`src/rtl/serial_adder_param.sv`:
```
// Digit-serial adder/subtractor: W-bit operands are processed D bits per cycle over N = W/D cycles.
// Define SERIAL_ADDER_OVF_EN to add the signed-overflow output port ovf.
module serial_adder_param #(
  parameter int unsigned W = 32,
  parameter int unsigned D = 8
) (
  input  logic         clk,
  input  logic         rst,
  input  logic         in_valid,
  output logic         in_ready,
  input  logic [W-1:0] a,
  input  logic [W-1:0] b,
  input  logic         c_in,
  input  logic         sub,
  output logic         out_valid,
  input  logic         out_ready,
  output logic [W-1:0] sum,
  output logic         c_out
`ifdef SERIAL_ADDER_OVF_EN
  ,
  output logic         ovf
`endif
);

  localparam int unsigned N  = W / D;
  localparam int unsigned CW = (N > 1) ? $clog2(N) : 1;

  localparam logic [CW-1:0] LastDigit = CW'(N - 1);

  localparam logic [1:0] IDLE = 2'd0;
  localparam logic [1:0] RUN  = 2'd1;
  localparam logic [1:0] DONE = 2'd2;

  logic [1:0]    state_q, state_d;
  logic [W-1:0]  a_q, a_d;
  logic [W-1:0]  b_q, b_d;
  logic [W-1:0]  sum_q, sum_d;
  logic          carry_q, carry_d;
  logic          c_out_q, c_out_d;
  logic [CW-1:0] cnt_q, cnt_d;

  logic [D-1:0]  a_dig, b_dig;
  logic [D:0]    dig_res;

  assign a_dig   = a_q[int'(cnt_q) * D +: D];
  assign b_dig   = b_q[int'(cnt_q) * D +: D];
  assign dig_res = {1'b0, a_dig} + {1'b0, b_dig} + {{D{1'b0}}, carry_q};

`ifdef SERIAL_ADDER_OVF_EN
  logic ovf_q, ovf_d;
`endif

  always_comb begin
    state_d = state_q;
    a_d     = a_q;
    b_d     = b_q;
    sum_d   = sum_q;
    carry_d = carry_q;
    c_out_d = c_out_q;
    cnt_d   = cnt_q;
`ifdef SERIAL_ADDER_OVF_EN
    ovf_d   = ovf_q;
`endif
    case (state_q)
      IDLE: begin
        if (in_valid) begin
          // Subtraction is a + ~b + 1, so the caller's c_in is dropped.
          a_d     = a;
          b_d     = sub ? ~b : b;
          carry_d = sub ? 1'b1 : c_in;
          cnt_d   = '0;
          state_d = RUN;
        end
      end
      RUN: begin
        sum_d[int'(cnt_q) * D +: D] = dig_res[D-1:0];
        carry_d = dig_res[D];
        if (cnt_q == LastDigit) begin
          c_out_d = dig_res[D];
`ifdef SERIAL_ADDER_OVF_EN
          // Carry into the MSB is recovered from the MSB sum bit and its two inputs.
          ovf_d   = a_dig[D-1] ^ b_dig[D-1] ^ dig_res[D-1] ^ dig_res[D];
`endif
          state_d = DONE;
        end else begin
          cnt_d = cnt_q + CW'(1);
        end
      end
      DONE: begin
        if (out_ready) begin
          state_d = IDLE;
        end
      end
      default: state_d = IDLE;
    endcase
  end

  always_ff @(posedge clk) begin
    if (rst) begin
      state_q <= IDLE;
      a_q     <= '0;
      b_q     <= '0;
      sum_q   <= '0;
      carry_q <= 1'b0;
      c_out_q <= 1'b0;
      cnt_q   <= '0;
`ifdef SERIAL_ADDER_OVF_EN
      ovf_q   <= 1'b0;
`endif
    end else begin
      state_q <= state_d;
      a_q     <= a_d;
      b_q     <= b_d;
      sum_q   <= sum_d;
      carry_q <= carry_d;
      c_out_q <= c_out_d;
      cnt_q   <= cnt_d;
`ifdef SERIAL_ADDER_OVF_EN
      ovf_q   <= ovf_d;
`endif
    end
  end

  assign in_ready  = (state_q == IDLE);
  assign out_valid = (state_q == DONE);
  assign sum       = sum_q;
  assign c_out     = c_out_q;
`ifdef SERIAL_ADDER_OVF_EN
  assign ovf       = ovf_q;
`endif

endmodule

```
`config.mk`:
```
export PLATFORM = sky130hd
export DESIGN_NAME = serial_adder_param
export DESIGN_NICKNAME = d
export VERILOG_FILES = /design/src/rtl/serial_adder_param.sv
export SDC_FILE = /design/constraint.sdc
export NUM_CORES = 1
export LEC_CHECK = 0
export BUFFER_PORTS_ARGS = -buffer_cell sky130_fd_sc_hd__buf_4
export CAP_MARGIN = 20
export CORE_MARGIN = 4
export CORE_UTILIZATION = 50
export DETAILED_ROUTE_END_ITERATION = 8
export GPL_TIMING_DRIVEN = 0
export PLACE_DENSITY = 0.85
export SYNTH_ARGS = -nofsm -noshare
export SYNTH_HDL_FRONTEND = slang
export SYNTH_SLANG_ARGS = --single-unit
```
`constraint.sdc`:
```
create_clock -name clk -period 10.1 [get_ports clk]
set_clock_uncertainty 0.2 [all_clocks]
set_input_delay 1.01 -clock clk [delete_from_list [all_inputs] [get_ports clk]]
set_output_delay 1.01 -clock clk [all_outputs]
set_load 0.1 [all_outputs]
```
Word-level counts from Yosys, hierarchy flattened

Index checks and enable logic that the tools add are counted.

Memory bits (read-only): 0
Output and inout bits: 35
Latch bits: 0
Logic and storage cells: 42
Bits of input ports: 70
Memories kept: 0
Register bits: 102
RAM bits: 0

Multipliers: 0
Muxes and demuxes: 12
Equal/unequal tests: 7
Bitwise logic cells: 1
Shift operators: 4
$add $sub $neg: 4
Magnitude comparators: 0
Reductions and logical operators: 7
Divide/modulo/power cells: 0

Operators with widths:

| kind                                                  | number |
|---|---|
| variable part select 32 x 6 -> 8 bit                  | 2 |
| negator 5 -> 34 bit                                   | 1 |
| variable shift 8 x 34 -> 32 bit, first input constant | 1 |
| variable part select 8 x 34 -> 32 bit                 | 1 |
| bitwise mux 32 bit                                    | 1 |
| 2-to-1 mux 32 bit                                     | 1 |
| NOT 32 bit                                            | 1 |
| 2-to-1 mux 2 bit                                      | 5 |
| adder 8 x 8 -> 9 bit                                  | 1 |
| adder 9 x 1 -> 9 bit                                  | 1 |
| inequality test 2 bit, second input constant          | 3 |
| case mux 2 bit (3 select lines)                       | 1 |
| AND reduction 2 bit                                   | 3 |
| AND reduction 3 bit                                   | 2 |
| == test 2 bit, second input constant                  | 2 |
| case mux 2 bit (2 select lines)                       | 1 |
| adder 2 x 1 -> 2 bit, second input constant           | 1 |
| == test 2 x 1 -> 1 bit, second input constant         | 1 |
| zero test 2 bit                                       | 1 |
| 2-to-1 mux 1 bit                                      | 2 |
| inequality test 2 x 1 -> 1 bit, second input constant | 1 |
| case mux 1 bit (2 select lines)                       | 1 |
| nonzero test 2 bit                                    | 1 |

Longest topological paths before layout

Gate-level depths: netlist of run 1.

Word-level depth: 5
Gate-level depth with buffers: 10
Depth with buffers taken out: 8

Least setup slack after synthesis of run 1

Ideal clock, no wire load.

Path type: reg-to-reg
Start point: register cnt_q[0]
End point: register sum_q[6] (netlist: sum[6])
Setup slack: 6.604 ns
Arrival: 3.168 ns
Setup time: 0.129 ns
Stages on the path, launching flop included: 11
Period minus slack after synthesis: 3.496 ns
Path through: dfxtp_1 > buf_2 > buf_2 > mux4_2 > fa_1 > fa_1 > a21oi_1 > o21ai_0 > a21oi_1 > xor2_1 > o21ai_0

Longest elaborated chain between the ends: 5
Elaborated cells between the ends (all ways): 8

Ends and longest elaborated chain:

| item                                                    | line   | source |
|---|---|---|
| from (decl)                                             | 40     | `logic [CW-1:0] cnt_q, cnt_d;` |
| from (signal assigned)                                  | 117    | `cnt_q <= cnt_d;` |
| variable part select 32 x 6 -> 8 bit (on tied branches) | 45, 46 |  |
| adder 8 x 8 -> 9 bit                                    | 47     | `assign dig_res = {1'b0, a_dig} + {1'b0, b_dig} + {{D{1'b0}}, carry_q};` |
| adder 9 x 1 -> 9 bit                                    | 47     |  |
| variable part select 8 x 34 -> 32 bit                   | 76     | `sum_d[int'(cnt_q) * D +: D] = dig_res[D-1:0];` |
| bitwise mux 32 bit (*)                                  | 76     |  |
| to (signal assigned)                                    | 114    | `sum_q <= sum_d;` |
| to (decl)                                               | 37     | `logic [W-1:0] sum_q, sum_d;` |

Mark *: on every way between the ends. The rest lies on a longest branch, timed or not.
A chain may end at the register's enable or synchronous reset.

Worst setup path in the final report of run 1

Ends and elaborated chain as after synthesis.

==> qor.txt, run 1 <==
Status: finished clean
Core area: 8891 sq um
Fin cells: 720
Crit-path slowest cell: mux4_2
Initial antenna violation count: 0
Number of synthesis warnings: 0
Fraction of layout cells with a size suffix above 1: 0.2516
Slew HR: 0.5604
Cts hold-fix bufs: 0
Final worst slack: 6098 ps
Initial core utilization: 0.5225
DRT iter0 DRCs: 295
Worst setup endpoint: sum[6]$_SDFFE_PP0P_
Critical Path RT: 10150 ps
Overall power consumption: 0.9056 mW
Pleak: 2.327 nW
CTS max path bufs: 2
Post-synth ARST share: 0
Worst vdd ir: 0.07868 mV
Fin nets: 692
IO Pins: 105
Root buf cell: clkbuf_8
PortBufs: 103
Post-synthesis average cell area: 9.423 sq um
Antenna Violating Nets Remaining: 0
Net Count, Synth: 578
FF-to-FF End: sum[6]$_SDFFE_PP0P_
GR Util All Layers: 0.2244
Setup_tns: 0 ps
Crit Path Max Fanout: 10
Die W: 104.4 um
Detail Placement HPWL: 9496 um
Die area: 10900 sq um
Clk slew on worst S/H paths: 100 ps
Diode count: 0
Max incr delay on CP: 570 ps
Vias per Instance: 5.721
Top cells by area, synth: dfxtp_1, mux4_2, xnor2_1, nand2_1, a211oi_1
Routability cong.: 0.8630
Reg2Reg Launch Point: cnt_q[0]$_SDFFE_PP0P_
P per Cell Area: 157.0 nW/um^2
Vias in the first global route: 4109
Startpoint types: flop
Fillers: 673
Worst hold slack: 259.6 ps
Die height: 104.4 um
Setup Viol. Count Final: 0
Cell Chain, Critical Path: buf_2, buf_2, mux4_2, fa_1, fa_1, a21oi_1, o21ai_0, a21oi_1, xor2_1, o21ai_0
DRC errors left: 0
Post-synth EDFFs: 0
Critical path class: flop to flop
Worst hold-check path type: flop to flop
CTS buffer count: 9
R2r setup slk: 6100 ps
Critical path endpoint category: flop
Vias: 4119
Post-synth top area cell: dfxtp_1
Slew @ Worst Pin: 659.4 ps
Final hold vios: 0
Clk sinks: 102
Sequential share of the synthesized area: 0.4395
Achievable Freq: 0.2498 GHz
Post-cts sizing count: 0
Start point of the critical path: cnt_q[0]$_SDFFE_PP0P_
Gr ovfl total: 0
Cells on worst reg2reg path: 10
Total wire length: 12210 um
Top cells by count, synth: dfxtp_1, nand2_1, nor2_1
Setup Slack @ Placement: 6077 ps
Leading register cell type out of synthesis: dfxtp_1
Drt first pass iters: 6
CTS tree: done
H-Tree Depth: 3
Period minus WS final: 4002 ps
Max Slew Vio Count: 0
Synthesis-to-layout area growth: 24.13%
Top-count cell post-synth: dfxtp_1
MaxCap Viol Count: 0
Synthesized flop and latch total: 102
Cells after Synth: 493
Top cell type's share of synthesized area: 0.4395
Mapped cell area: 4646 sq um
RSZ-0062 raised after global routing: false
Core Rows: 34
Placed cells: 704
Largest net degree at the start of global routing: 17
Global-route wire length before repair: 19860 um
Synth cell types: 37
Crit path DAT: 4050 ps
DR WL/cell: 16.95 um
Post-CTS Setup Bufs: 0
Final period utilization: 0.3963
Clock latency on the worst-skew pair: 360 ps
==> where the power goes <==
| group | internal [mW] | switching [mW] | total, mW |
|---|---|---|---|
| clock network | 0.140 | 0.139 | 0.280 |
| logic | 0.0759 | 0.110 | 0.186 |
| registers | 0.425 | 0.0142 | 0.439 |
==> per-layer routing <==
| metal | up-vias | GRT usage | wire length [um] | share of wire |
|---|---|---|---|---|
| met5 | - | 0 | 0 | 0 |
| li1 | 1948 | - | - | - |
| met2 | 225 | 0.3736 | 5931 | 0.49 |
| met3 | 30 | 0.03973 | 940 | 0.077 |
| met4 | 0 | 0.09687 | 361 | 0.030 |
| met1 | 1916 | 0.2855 | 4973 | 0.41 |
==> cells in the final DEF (no fill, tap or decap), drive strengths merged, types with 5 or more instances in the layout <==
cell / n
inv: 7
mux4: 16
a21oi: 43
ha: 13
nor2: 65
a211oi: 33
o21ai: 11
nand2b: 5
nand3b: 8
clkbuf: 33
xnor2: 33
a22oi: 24
buf: 115
dfxtp: 102
nand2: 73
==> critical path, delay by kind of cell, from the launching register on <==
kind                     cells  cell delay [ps]
flip-flops                   1              420
XOR/XNOR                     1              320
AO/OA/AOI/OAI                4              740
adder cells (fa/ha/maj)      2              890
buffers and inverters        2              750
multiplexers                 1              570
==> flip-flops by register name, indices dropped and copies added (netlist names) <==
signal	cells
a_q	32
b_q	32
sum	32
cnt_q	2
state_q	2
c_out	1
carry_q	1
==> cell type report <==
cell class,count,area [sq um],area share
inverter,6,22.52,0.003905
clock buffer,11,131.4,0.02278
tap,108,135.1,0.02343
timing repair buffer,103,773.2,0.1341
clock inverter,5,81.33,0.01410
sequential,102,2042,0.3541
buffer,34,148.9,0.02582
multi-input combinational,351,2432,0.4218
==> logic make-up (layout without fill, tap and decap cells) <==
group                      count (synthesis)  after routing  share of synthesized area
adders and majority gates                 15             15                    0.04363
DFF                                      102            102                     0.4395
and+or+nand+nor                          164            164                     0.1686
AOI/OAI and AO/OA                        119            119                     0.1640
muxes                                     16             16                    0.07757
buffers and inverters                     40            159                    0.03690
xor gates and xnor gates                  37             37                    0.06975
==> per-stage QoR <==
| stage | util | instance area, sq um |
|---|---|---|
| global placement | 0.6247 | 5554 |
| global route | 0.6486 | 5767 |
| detailed placement | 0.6247 | 5554 |
| CTS | 0.6486 | 5767 |
| floorplan | - | 4646 |
| finish | 0.6486 | 5767 |
==> worst min path at each step <==
stage | start | endpoint | slack [ps] | depth (start not counted)
floorplan | a_q[16]$_SDFFE_PP0P_ | a_q[16]$_SDFFE_PP0P_ | 230 | 2
global placement | a_q[29]$_SDFFE_PP0P_ | a_q[29]$_SDFFE_PP0P_ | 240 | 2
detailed placement | a_q[30]$_SDFFE_PP0P_ | a_q[30]$_SDFFE_PP0P_ | 250 | 2
CTS | a_q[30]$_SDFFE_PP0P_ | a_q[30]$_SDFFE_PP0P_ | 260 | 2
global route | a_q[30]$_SDFFE_PP0P_ | a_q[30]$_SDFFE_PP0P_ | 270 | 2
finish | a_q[30]$_SDFFE_PP0P_ | a_q[30]$_SDFFE_PP0P_ | 260 | 2
Power figures use the tool's default switching activity.
==> run 2, diff against run 1 <==
--- a/config.mk
+++ b/config.mk
@@ -8,10 +8,10 @@
 export BUFFER_PORTS_ARGS = -buffer_cell sky130_fd_sc_hd__buf_4
 export CAP_MARGIN = 20
 export CORE_MARGIN = 4
-export CORE_UTILIZATION = 50
+export CORE_UTILIZATION = 49
 export DETAILED_ROUTE_END_ITERATION = 8
 export GPL_TIMING_DRIVEN = 0
-export PLACE_DENSITY = 0.85
+export PLACE_DENSITY = 0.86
 export SYNTH_ARGS = -nofsm -noshare
 export SYNTH_HDL_FRONTEND = slang
 export SYNTH_SLANG_ARGS = --single-unit
==> constraint.sdc (replaced) <==
create_clock -name clk -period 3.5 [get_ports clk]
set_clock_uncertainty 0.2 [all_clocks]
set_input_delay 0.35 -clock clk [delete_from_list [all_inputs] [get_ports clk]]
set_output_delay 0.35 -clock clk [all_outputs]
set_load 0.1 [all_outputs]
==> qor.txt, run 2 (synthesized netlist as in run 1, its figures left out) <==
Period minus WS final: 3310 ps (was 4002 ps)
Fraction of layout cells with a size suffix above 1: 0.2626 (was 0.2516)
Crit-path slowest cell: mux4_2 (unchanged)
Fin cells: 742 (was 720)
DR WL/cell: 16.85 um (was 16.95 um)
CP bufs+invs: 2 (unchanged)
GR Util All Layers: 0.2237 (was 0.2244)
Worst hold-check path type: input port to flop (was flop to flop)
PortBufs: 103 (unchanged)
Antenna Violating Nets Remaining: 0 (unchanged)
Fillers: 764 (was 673)
Die area: 11100 sq um (was 10900 sq um)
Fin nets: 693 (was 692)
Crit path DAT: 3360 ps (was 4050 ps)
Critical path endpoint category: flop (unchanged)
Crit Path Max Fanout: 10 (unchanged)
Vias per Instance: 5.551 (was 5.721)
MaxCap Viol Count: 0 (unchanged)
Most frequent cells in the layout: buf_4, dfxtp_1, nand2_1, nor2_1, a21oi_1 (unchanged)
Global-route wire length before repair: 19940 um (was 19860 um)
Status: finished clean (unchanged)
Placed cells: 725 (was 704)
Critical Path RT: 3550 ps (was 10150 ps)
Synthesis-to-layout area growth: 25.56% (was 24.13%)
CTS buffer count: 9 (unchanged)
Final period utilization: 0.9456 (was 0.3963)
Crit path top cell by count: fa_2
H-Tree Depth: 3 (unchanged)
Commonest non-fill, non-tap cell in the layout: buf_4 (unchanged)
P per Cell Area: 441.4 nW/um^2 (was 157.0 nW/um^2)
Total wire length: 12500 um (was 12210 um)
Startpoint types: flop (unchanged)
CTS tree: done (unchanged)
Cell Chain, Critical Path: buf_12, buf_8, mux4_2, fa_2, fa_2, a21oi_2, o211ai_1, a221o_1, a21oi_1, nor2_1 (was buf_2, buf_2, mux4_2, fa_1, fa_1, a21oi_1, o21ai_0, a21oi_1, xor2_1, o21ai_0)
Largest net degree at the start of global routing: 17 (unchanged)
RSZ-0062 raised after global routing: false (unchanged)
Die W: 105.4 um (was 104.4 um)
Clk slew on worst S/H paths: 100 ps (about the same)
Initial antenna violation count: 0 (unchanged)
Achievable Freq: 0.3021 GHz (was 0.2498 GHz)
DRT iter0 DRCs: 226 (was 295)
CTS max path bufs: 2 (unchanged)
Final hold vios: 0 (unchanged)
Clock latency on the worst-skew pair: 370 ps (was 360 ps)
Die height: 105.4 um (was 104.4 um)
Gr ovfl total: 0 (unchanged)
Clk sinks: 102 (unchanged)
Root buf cell: clkbuf_8 (unchanged)
Diode count: 0 (unchanged)
Core Rows: 35 (was 34)
Final Cell Area: 5833 sq um (was 5767 sq um)
Detail Placement HPWL: 9599 um (was 9496 um)
Crit path max-delay family: compound AO/OA/AOI/OAI gates (was adder cells)
Pleak: 2.329 nW (was 2.327 nW)
IO Pins: 105 (unchanged)
Worst hold slack: 16.17 ps (was 259.6 ps)
Core area: 9240 sq um (was 8891 sq um)
Vias in the first global route: 4238 (was 4109)
Critical path class: flop to flop (unchanged)
Routability cong.: 0.8585 (was 0.8630)
Max incr delay on CP: 530 ps (was 570 ps)
Max Slew Vio Count: 0 (unchanged)
Dpl cell area: 5580 sq um (was 5554 sq um)
Vias: 4119 (unchanged)
Slew @ Worst Pin: 620.4 ps (was 659.4 ps)
Slew HR: 0.5846 (was 0.5604)
Initial core utilization: 0.5028 (was 0.5225)
Drt first pass iters: 5 (was 6)
Worst vdd ir: 0.1843 mV (was 0.07868 mV)
DRC errors left: 0 (unchanged)
Setup Viol. Count Final: 0 (unchanged)
-- run 2: changes by cell type in the layout (fill, tap and decap cells not counted), sizes merged --
cell / previous run / this run
clkinvlp: 1 / 2
buf: 115 / 116
inv: 7 / 6
bufinv: 2 / 1
clkinv: 1 / 2
-- run 2: report_power, final --
| part | total (mW) | internal, mW | leakage [nW] | switching (mW) |
|---|---|---|---|---|
| logic | 0.557 | 0.230 | 1.40 | 0.327 |
| registers | 1.27 | 1.23 | 0.836 | 0.0406 |
| clock network | 0.749 | 0.350 | 0.0955 | 0.399 |
-- run 2: worst reg2reg max path, stage by stage (launching register included) --
cell      delay [ps]
dfxtp_2          410
buf_12           180
buf_8            170
mux4_2           540
fa_2             410
fa_2             390
a21oi_2          170
o211ai_1         120
a221o_1          390
a21oi_1          170
nor2_1            50
-- run 2: stage by stage --
stage | setup TNS (ps) | power, mW | utilization | worst slack (ps)
global placement | -2958 | 1.804 | 0.6039 | -409.5
floorplan | 0 | 1.650 | - | 3.577
global route | 0 | 2.672 | 0.6313 | 17.20
detailed placement | -4709 | 1.830 | 0.6039 | -522.2
finish | 0 | 2.574 | 0.6313 | 190.3
CTS | 0 | 2.558 | 0.6294 | 38.37
-- run 2: path summary, 6_finish.rpt --
check,startpoint,to,slack [ps],depth (start not counted)
worst max-delay path,cnt_q[0]$_SDFFE_PP0P_,carry_q$_SDFFE_PP0P_,190,10
worst min-delay path,a[25],a_q[25]$_SDFFE_PP0P_,20,3
worst min register to register,a_q[14]$_SDFFE_PP0P_,a_q[14]$_SDFFE_PP0P_,260,2
worst max register to register,cnt_q[0]$_SDFFE_PP0P_,carry_q$_SDFFE_PP0P_,190,10
-- run 2: area by class of cell --
type                            instances  area [sq um]  area share
Multi-Input combinational cell        351          2441      0.4185
Inverter                                6         22.52    0.003861
Timing Repair Buffer                  104         780.7      0.1338
Buffer                                 34         183.9     0.03153
Clock buffer                           11         141.4     0.02424
Sequential cell                       102          2043      0.3503
Tap cell                              129         161.4     0.02767
Clock inverter                          5         58.81     0.01008
-- run 2: timing repair --
action	CTS	global route
setup endpoints to repair	22	12
resized for setup	10	5
buffers inserted	1	0
pin swaps	1	1
hold buffers	0	0
gates cloned	0	0
-- run 2: layer usage --
layer  GRT usage  routed length (um)
met5           0                   0
met4      0.1040                 339
met3     0.04287                 857
met2      0.3966                6252
met1      0.2588                5052
